--- src/rtl/video_tap_pkg.sv ---
// Shared definitions for the video line tap controller: FSM state encoding
// and default pixel/address widths.
package video_tap_pkg;

    localparam int DSIZE_DEF = 24;
    localparam int ASIZE_DEF = 10;

    typedef enum logic [1:0] {
        ST_IDLE  = 2'd0,
        ST_FIRST = 2'd1,
        ST_RUN   = 2'd2
    } tap_state_e;

endpackage

--- src/rtl/video_sync_edge.sv ---
// Registered edge detector. The edge output is combinational from the live input
// and its registered copy, so an edge acts in the cycle it arrives.
module video_sync_edge #(
    parameter bit DETECT_FALL = 1'b0
) (
    input  logic clock,
    input  logic rst_n,
    input  logic i_sig,
    output logic o_edge
);

    logic r_sig_d;

    // previous-cycle copy of the input
    always_ff @(posedge clock or negedge rst_n) begin
        if (!rst_n) begin
            r_sig_d <= 1'b0;
        end else begin
            r_sig_d <= i_sig;
        end
    end

    always_comb begin
        if (DETECT_FALL) begin
            o_edge = ~i_sig & r_sig_d;
        end else begin
            o_edge = i_sig & ~r_sig_d;
        end
    end

endmodule

--- src/rtl/video_line_tap_ctrl.sv ---
// Line-delay controller: drives a dual-port line RAM as one circular line buffer and
// emits each pixel with its previous-line tap. Macro VIDEO_TAP_ZERO_FILL_EN: invalid taps read 0.
module video_line_tap_ctrl
    import video_tap_pkg::*;
#(
    parameter int DSIZE = DSIZE_DEF,
    parameter int ASIZE = ASIZE_DEF
) (
    input  logic             clock,
    input  logic             rst_n,
    input  logic             in_vs,
    input  logic             in_de,
    input  logic [DSIZE-1:0] in_data,
    output logic             ram_wr_en,
    output logic [ASIZE-1:0] ram_wr_addr,
    output logic [DSIZE-1:0] ram_wr_data,
    output logic             ram_rd_en,
    output logic [ASIZE-1:0] ram_rd_addr,
    input  logic [DSIZE-1:0] ram_rd_data,
    output logic             out_vs,
    output logic             out_de,
    output logic [DSIZE-1:0] out_data,
    output logic [DSIZE-1:0] out_tap,
    output logic             out_tap_vld,
    output logic             line_ovf
);

    localparam logic [ASIZE-1:0] COL_ZERO = {ASIZE{1'b0}};
    localparam logic [ASIZE-1:0] COL_ONE  = {{(ASIZE-1){1'b0}}, 1'b1};
    localparam logic [ASIZE-1:0] COL_MAX  = {ASIZE{1'b1}};
    localparam logic [ASIZE:0]   LEN_ZERO = {(ASIZE+1){1'b0}};
    localparam logic [ASIZE:0]   LEN_FULL = {1'b1, {ASIZE{1'b0}}};

    tap_state_e       r_state, w_state_nxt, w_state_eff;
    logic             w_vs_rise, w_de_fall, w_active, w_run;
    logic [ASIZE-1:0] r_col, w_col, w_col_nxt;
    logic             r_full, w_full, w_full_nxt;
    logic             w_pix, w_acc, w_tap_vld;
    logic [ASIZE:0]   r_prev_len, w_len;
    logic             r_ovf, r_wr_en;
    logic [ASIZE-1:0] r_wr_addr;
    logic [DSIZE-1:0] r_wr_data;
    logic             r_s1_vs, r_s1_de, r_s1_vld;
    logic [DSIZE-1:0] r_s1_data, w_tap_fill, w_tap_sel;
    logic             r_out_vs, r_out_de, r_out_vld;
    logic [DSIZE-1:0] r_out_data, r_out_tap;

    video_sync_edge #(.DETECT_FALL(1'b0)) u_vs_edge (
        .clock  (clock),
        .rst_n  (rst_n),
        .i_sig  (in_vs),
        .o_edge (w_vs_rise)
    );

    video_sync_edge #(.DETECT_FALL(1'b1)) u_de_edge (
        .clock  (clock),
        .rst_n  (rst_n),
        .i_sig  (in_de),
        .o_edge (w_de_fall)
    );

    always_ff @(posedge clock or negedge rst_n) begin
        if (!rst_n) begin
            r_state <= ST_IDLE;
        end else begin
            r_state <= w_state_nxt;
        end
    end

    always_comb begin
        w_state_nxt = r_state;
        if (w_vs_rise) begin
            w_state_nxt = ST_FIRST;
        end else if ((r_state == ST_FIRST) && w_de_fall) begin
            w_state_nxt = ST_RUN;
        end else begin
            w_state_nxt = r_state;
        end
    end

    // a vs rise applies to the pixel arriving with it
    always_comb begin
        w_active = 1'b0;
        w_run    = 1'b0;
        if (w_vs_rise) begin
            w_state_eff = ST_FIRST;
        end else begin
            w_state_eff = r_state;
        end
        case (w_state_eff)
            ST_IDLE:  begin w_active = 1'b0; w_run = 1'b0; end
            ST_FIRST: begin w_active = 1'b1; w_run = 1'b0; end
            ST_RUN:   begin w_active = 1'b1; w_run = 1'b1; end
            default:  begin w_active = 1'b0; w_run = 1'b0; end
        endcase
    end

    // r_full marks that column COL_MAX is used; later pixels of the line are dropped
    always_comb begin
        w_col      = w_vs_rise ? COL_ZERO : r_col;
        w_full     = w_vs_rise ? 1'b0 : r_full;
        w_pix      = in_de & w_active;
        w_acc      = w_pix & ~w_full;
        w_col_nxt  = w_col;
        w_full_nxt = w_full;
        if (w_de_fall) begin
            w_col_nxt  = COL_ZERO;
            w_full_nxt = 1'b0;
        end else if (w_acc) begin
            if (w_col == COL_MAX) begin
                w_full_nxt = 1'b1;
            end else begin
                w_col_nxt = w_col + COL_ONE;
            end
        end else begin
            w_col_nxt  = w_col;
            w_full_nxt = w_full;
        end
        w_len     = r_full ? LEN_FULL : {1'b0, r_col};
        w_tap_vld = w_run & w_acc & ({1'b0, w_col} < r_prev_len);
    end

    always_ff @(posedge clock or negedge rst_n) begin
        if (!rst_n) begin
            r_col      <= COL_ZERO;
            r_full     <= 1'b0;
            r_prev_len <= LEN_ZERO;
            r_ovf      <= 1'b0;
        end else begin
            r_col  <= w_col_nxt;
            r_full <= w_full_nxt;
            if (w_vs_rise) begin
                r_prev_len <= LEN_ZERO;
                r_ovf      <= 1'b0;
            end else begin
                r_prev_len <= w_de_fall ? w_len : r_prev_len;
                r_ovf      <= r_ovf | (w_pix & w_full);
            end
        end
    end

    // write back one cycle after the read, so read and write never collide
    always_ff @(posedge clock or negedge rst_n) begin
        if (!rst_n) begin
            r_wr_en   <= 1'b0;
            r_wr_addr <= COL_ZERO;
            r_wr_data <= {DSIZE{1'b0}};
        end else begin
            r_wr_en   <= w_acc;
            r_wr_addr <= w_col;
            r_wr_data <= in_data;
        end
    end

    always_ff @(posedge clock or negedge rst_n) begin
        if (!rst_n) begin
            r_s1_vs   <= 1'b0;
            r_s1_de   <= 1'b0;
            r_s1_vld  <= 1'b0;
            r_s1_data <= {DSIZE{1'b0}};
        end else begin
            r_s1_vs   <= in_vs;
            r_s1_de   <= in_de;
            r_s1_vld  <= w_tap_vld;
            r_s1_data <= in_data;
        end
    end

    always_comb begin
`ifdef VIDEO_TAP_ZERO_FILL_EN
        w_tap_fill = {DSIZE{1'b0}};
`else
        w_tap_fill = r_s1_data;
`endif
        w_tap_sel = r_s1_vld ? ram_rd_data : w_tap_fill;
    end

    always_ff @(posedge clock or negedge rst_n) begin
        if (!rst_n) begin
            r_out_vs   <= 1'b0;
            r_out_de   <= 1'b0;
            r_out_vld  <= 1'b0;
            r_out_data <= {DSIZE{1'b0}};
            r_out_tap  <= {DSIZE{1'b0}};
        end else begin
            r_out_vs   <= r_s1_vs;
            r_out_de   <= r_s1_de;
            r_out_vld  <= r_s1_vld;
            r_out_data <= r_s1_data;
            r_out_tap  <= w_tap_sel;
        end
    end

    assign ram_rd_en   = w_acc;
    assign ram_rd_addr = w_col;
    assign ram_wr_en   = r_wr_en;
    assign ram_wr_addr = r_wr_addr;
    assign ram_wr_data = r_wr_data;
    assign out_vs      = r_out_vs;
    assign out_de      = r_out_de;
    assign out_data    = r_out_data;
    assign out_tap     = r_out_tap;
    assign out_tap_vld = r_out_vld;
    assign line_ovf    = r_ovf;

endmodule

--- config.mk ---
export PLATFORM = sky130hd
export DESIGN_NAME = video_line_tap_ctrl
export DESIGN_NICKNAME = d
export VERILOG_FILES = /design/src/rtl/video_tap_pkg.sv /design/src/rtl/video_sync_edge.sv /design/src/rtl/video_line_tap_ctrl.sv
export SDC_FILE = /design/constraint.sdc
export NUM_CORES = 1
export LEC_CHECK = 0
export ABC_AREA = 1
export BUFFER_PORTS_ARGS = -buffer_cell sky130_fd_sc_hd__buf_4
export CAP_MARGIN = 20
export CELL_PAD_IN_SITES_DETAIL_PLACEMENT = 1
export CELL_PAD_IN_SITES_GLOBAL_PLACEMENT = 1
export CORE_MARGIN = 8
export CORE_UTILIZATION = 34
export CTS_CLUSTER_SIZE = 16
export DETAILED_ROUTE_END_ITERATION = 10
export GPL_TIMING_DRIVEN = 0
export PLACE_DENSITY_LB_ADDON = 0.1
export SYNTH_ARGS = -nofsm -noshare
export SYNTH_HDL_FRONTEND = slang
export SYNTH_HIERARCHICAL = 1
export SYNTH_SLANG_ARGS = --single-unit
--- constraint.sdc ---
create_clock -name clock -period 6.1 [get_ports clock]
set_input_delay 0.61 -clock clock [delete_from_list [all_inputs] [get_ports clock]]
set_output_delay 0.61 -clock clock [all_outputs]
set_load 0.005 [all_outputs]
# == Word-level counts from Yosys, hierarchy flattened ==
# Cells that the tools add are included.
# classes
n_addsub,1
n_mul,0
n_div,0
order_cmp,1
n_eq_ne,4
n_shift,0
muxes,18
bitwise_logic,11
n_reduce_logical,4
# ops
operator,n
2-to-1 mux 10 bit,4
2-to-1 mux 11 bit,3
2-to-1 mux 24 bit,1
< comparator 10 x 11 -> 1 bit,1
"adder 10 x 1 -> 10 bit, second input constant",1
"== test 10 bit, second input constant",1
bitwise AND 1 bit,7
2-to-1 mux 1 bit,7
2-to-1 mux 2 bit,3
"== test 2 x 1 -> 1 bit, second input constant",2
nonzero test 2 bit,2
inverter 1 bit,3
"== test 2 bit, second input constant",1
OR reduction 2 bit,1
logical AND 1 bit,1
OR 1 bit,1
# word_totals
reg_bits,114
latchBits,0
mem_bits_rw,0
rom_bits,0
input_bits,52
mem_count,0

# == Depth between registers and ports, before layout ==
# logic_depth
depth_word,10
mapped_depth,16
mapped_depth_nobuf,15

# == Hierarchy ==
# The synthesis kept the hierarchy.
# modules_own_cells
mod,n_inst,cells_each,area_per_inst_um2,seq_area_each_um2
video_line_tap_ctrl,1,336,4113.9,2852.7
video_sync_edge,2,3,35.0,25.0

# == Worst setup path before layout ==
# OpenSTA, ideal clock, no wires.
# synth_path
path_kind,input to output
startpoint,input port in_vs
endpoint,output port ram_rd_en
t_arrival_ps,1912
path_slack_ps,3578
stages,9
path_cell_list,inv_1 > nor2_2 > buf_6 > nor2_1 > ha_1 > nor2_1 > nand2_2 > inv_2 > buf_4
# synth_between
elab_chain_len,7
# synth_lines
item,line_no,source
from (decl),video_line_tap_ctrl.sv:11,"input logic in_vs,"
bitwise AND 1 bit *,video_sync_edge.sv:27,o_edge = i_sig & ~r_sig_d;
2-to-1 mux 2 bit,video_line_tap_ctrl.sv:85,if (w_vs_rise) begin
== test 2 bit / == test 2 x 1 -> 1 bit (equally long branches),video_line_tap_ctrl.sv:90,case (w_state_eff)
OR reduction 2 bit (no source line),--,
2-to-1 mux 1 bit,video_line_tap_ctrl.sv:90,
bitwise AND 1 bit,video_line_tap_ctrl.sv:102,w_pix = in_de & w_active;
bitwise AND 1 bit *,video_line_tap_ctrl.sv:103,w_acc = w_pix & ~w_full;
to (decl),video_line_tap_ctrl.sv:17,"output logic ram_rd_en,"
# Mark *: on every way between the ends. The rest lies on a longest branch, timed or not.

# == Final worst setup path ==
# layout_path
startpoint,register u_vs_edge.r_sig_d
endpoint,output port ram_rd_en
# layout_between
elab_chain_len,8
# layout_lines
item,line_no,source
from (decl),video_sync_edge.sv:12,logic r_sig_d;
from (signal assigned),video_sync_edge.sv:19,r_sig_d <= i_sig;
inverter 1 bit *,video_sync_edge.sv:27,
bitwise AND 1 bit *,video_sync_edge.sv:27,
2-to-1 mux 2 bit,video_line_tap_ctrl.sv:85,
== test 2 bit / == test 2 x 1 -> 1 bit (equally long branches),video_line_tap_ctrl.sv:90,
OR reduction 2 bit (no source line),--,
2-to-1 mux 1 bit,video_line_tap_ctrl.sv:90,
bitwise AND 1 bit,video_line_tap_ctrl.sv:102,
bitwise AND 1 bit *,video_line_tap_ctrl.sv:103,
# Marks and branches as above.

==> key figures <==
Worst setup path
  – WP data required: between 5 and 6 ns
  – Worst Path Buf+Inv: 4
  – Worst r2r path cells: 15
  – CP endpoint kind: output pin
  – CP max stage delay: 0.37 ns
  – Critical Path Source Type: flip-flop
  – Critical-path cell list: nor2_2 -> buf_6 -> nor2_1 -> ha_1 -> nor2_1 -> nand2_2 -> inv_2 -> buf_4 -> buf_4
  – CP delay by family, top: simple AND/OR/NAND/NOR gates
  – Worst setup path class: reg -> out
  – WP data arrival: around 2.5 ns
  – Largest fanout on the critical path: 11
  – CP max stage cell: dfrtp_1
  – Worst path depth: 9

Synth
  – Yosys top cell area share: 0.694
  – Post-Syn Nets: around 400
  – Asr flop ratio synth: 1.00
  – Netlist cell types: 29
  – Syn Inst Count: approximately 340
  – Leading area contributor after synthesis: dfrtp_1
  – Ranking of synthesized cells by area: dfrtp_1 69%, mux2_2 6.5%, nand2_1 4.5%
  – Yosys warnings: 6
  – Synth cell count leaders: 116 x dfrtp_1, 50 x nand2_1, 38 x inv_1
  – EDFF count, synth: 0
  – Synthesized cell area: about 4200 µm²
  – Most frequent cell after synthesis: dfrtp_1
  – Synth Flop Type: dfrtp_1
  – Post-synthesis sequential area ratio: 0.694
  – FF+latch count, synth: 116
  – Synthesized area per cell: 12.2 µm²

STA
  – Min Tclk post-route: 3.14 ns
  – Worst slew pin tran: around 0.47 ns
  – Fmax: about 320 MHz
  – Setup violations, final: 0
  – Final Max Slew Viols: 0
  – Clk_skew: ~0.0071 ns
  – Setup_tns: 0 ns
  – Final Hold Fails: 0
  – Period utilization: 0.514
  – RSZ-0062 raised after global routing: no
  – Slew margin rel.: 0.688

Layout
  – Filler cells: 1,305
  – Layout cell share with drive strength beyond 1: 0.431
  – Fin nets: roughly 570
  – Core Util, Final: 0.509
  – Fin area: ~6000 µm²
  – Reg area: 2900 µm²
  – Area delta synth->final: 46.1%
  – Antenna cell count: 0
  – Multi-input combinational cell area: between 1000 and 1500 µm²

Floorplan
  – Core Footprint: around 12,000 µm²
  – Die area: 16,100 µm²
  – Ports: 150
  – Die span in x: about 130 µm
  – FP Rows: 40
  – Starting density of the core: 0.348
  – DIE HEIGHT: 127 µm

CTS
  – Clock Tree Root: clkbuf_16
  – Clk sinks: around 120
  – Clock insertion delay at the later pin of the skew report: 0.41 ns
  – Post-CTS Repair Setup Buffers: 0
  – CTS buffer count: 17
  – TritonCTS clock tree: done
  – Htree depth: 4
  – CTS Hold Bufs: 0
  – Post-cts resize count: 0
  – Clk slew on worst S/H paths: 0.05 ns
  – CTS Buffer Depth: 2

Drt
  – Vias: slightly above 3,000
  – First-pass iteration count of the detailed router: 4
  – Final ANT Viol Nets: 0
  – WL per Instance: between 15 and 20 µm
  – Drt total wl: approximately 13,000 µm
  – First DRT Iteration DRCs: 178
  – Post-route DRC violation count: 0
  – Routed vias/inst: roughly 4.6

Min path
  – HP Class: in -> async

Global routing
  – Vias in the first global route: around 3,300
  – First-pass GRT wire length: roughly 20,000 µm
  – GRT Resource Usage Total: 0.161
  – Total grt overflow: 0
  – Initial antenna violation count: 0
  – Pin count of the biggest net entering global routing: a little over 90

Power and ir drop
  – Maximum vdd drop: around 180 µV
  – Power Total: 2230 µW
  – Power per standard cell area: approximately 370 nW/µm²
  – Leakage power: just over 0.003 µW

Job
  – Max-cap violation count: 0

Status
  – Status: complete, no violations

Place
  – Detailed placer's ending HPWL: roughly 9400 µm
  – I/O Buffers: between 100 and 150
  – Post-Place Cell Area: roughly 5500 µm²
  – Placer's final routability congestion estimate: approximately 0.82
==> layout by cell type (no fill, tap or decap), types with 2 or more instances in the layout <==
cell        count
o21ai_0         6
clkbuf_16      17
ha_1            8
buf_2           3
clkinv_2        5
inv_2           2
mux2_2         24
nor3_1          4
nor2_2          4
nand2_1        50
a21oi_1         6
o21ai_1         3
clkbuf_8        2
nor2_4          3
inv_1          38
dfrtp_1       116
nand4_1         2
bufinv_16       3
nand3_2         3
o22ai_1         7
nand2_2         4
buf_4         149
clkinvlp_4      2
clkbuf_1        4
nor2_1         29
buf_6           3
nand3_1        19
==> worst register-to-register path: stages (launching register included) <==
cell	delay, ns
dfrtp_1	0.37
nor2_2	0.32
inv_2	0.16
buf_6	0.18
nand2_1	0.10
inv_1	0.11
ha_1	0.26
nand2_1	0.09
inv_1	0.04
nand2_1	0.12
inv_1	0.08
nand3_2	0.15
nand3_2	0.16
nand2_1	0.10
inv_1	0.05
nor2_1	0.09
==> registers in the layout, summed over array words and instances, names as in the netlist, 2 cells and up <==
name and flops:
out_data 24, out_tap 24, ram_wr_addr 10, r_s1_data 24, r_col 10, r_state 2, r_prev_len 11
==> power breakdown <==
group	internal [µW]	switching (µW)
clock network	659	333
logic	167	194
registers	844	36.9
total	1670	564
==> final cells by class <==
type / count / share of cell area
clock inverters: 10 / 0.0213
clock buffers: 22 / 0.0759
multi-input cells: 178 / 0.176
flip-flops and latches: 116 / 0.475
well taps: 147 / 0.0301
repair buffers: 150 / 0.188
inverters: 41 / 0.0252
plain buffers: 7 / 0.00798
==> metal layers <==
layer	vias up	part of all wire	track usage
met1	1518	0.46	0.201
met5	-	0	0
met3	13	0.072	0.0633
met4	0	0.012	0.0567
li1	1444	-	-
met2	114	0.46	0.248
==> stage by stage <==
stage | hold slack, ns | cells | worst slack, ns
2_1_floorplan | 0.314 | 342 | 3.58
6_report | 0.0604 | 671 | 2.96
3_3_place_gp | 0.332 | 638 | 2.99
5_1_grt | 0.0580 | 671 | 2.76
4_1_cts | 0.0488 | 671 | 2.88
3_5_place_dp | 0.338 | 639 | 2.98
==> final timing paths <==
| path | start | endpoint | slack (ns) |
|---|---|---|---|
| min in group clock | in_data[17] | r_s1_data[17] | 0.31 |
| worst max register to register | u_vs_edge/r_sig_d | r_col[1] | 3.67 |
| worst max-delay path | u_vs_edge/r_sig_d | ram_rd_en | 2.96 |
| worst min register to register | r_s1_vs | out_vs | 0.35 |
| worst min-delay path | rst_n | out_data[7] | 0.06 |
| max in group asynchronous | rst_n | out_tap[18] | 5.32 |
==> kinds of logic after synthesis <==
family,synth area share
buf+inv,0.0484
mux,0.0646
flops,0.694
fa+ha+maj,0.0239
compound gates,0.0335
simple gates,0.132
xor+xnor,0.00419
(Power assumes the default switching activity.)
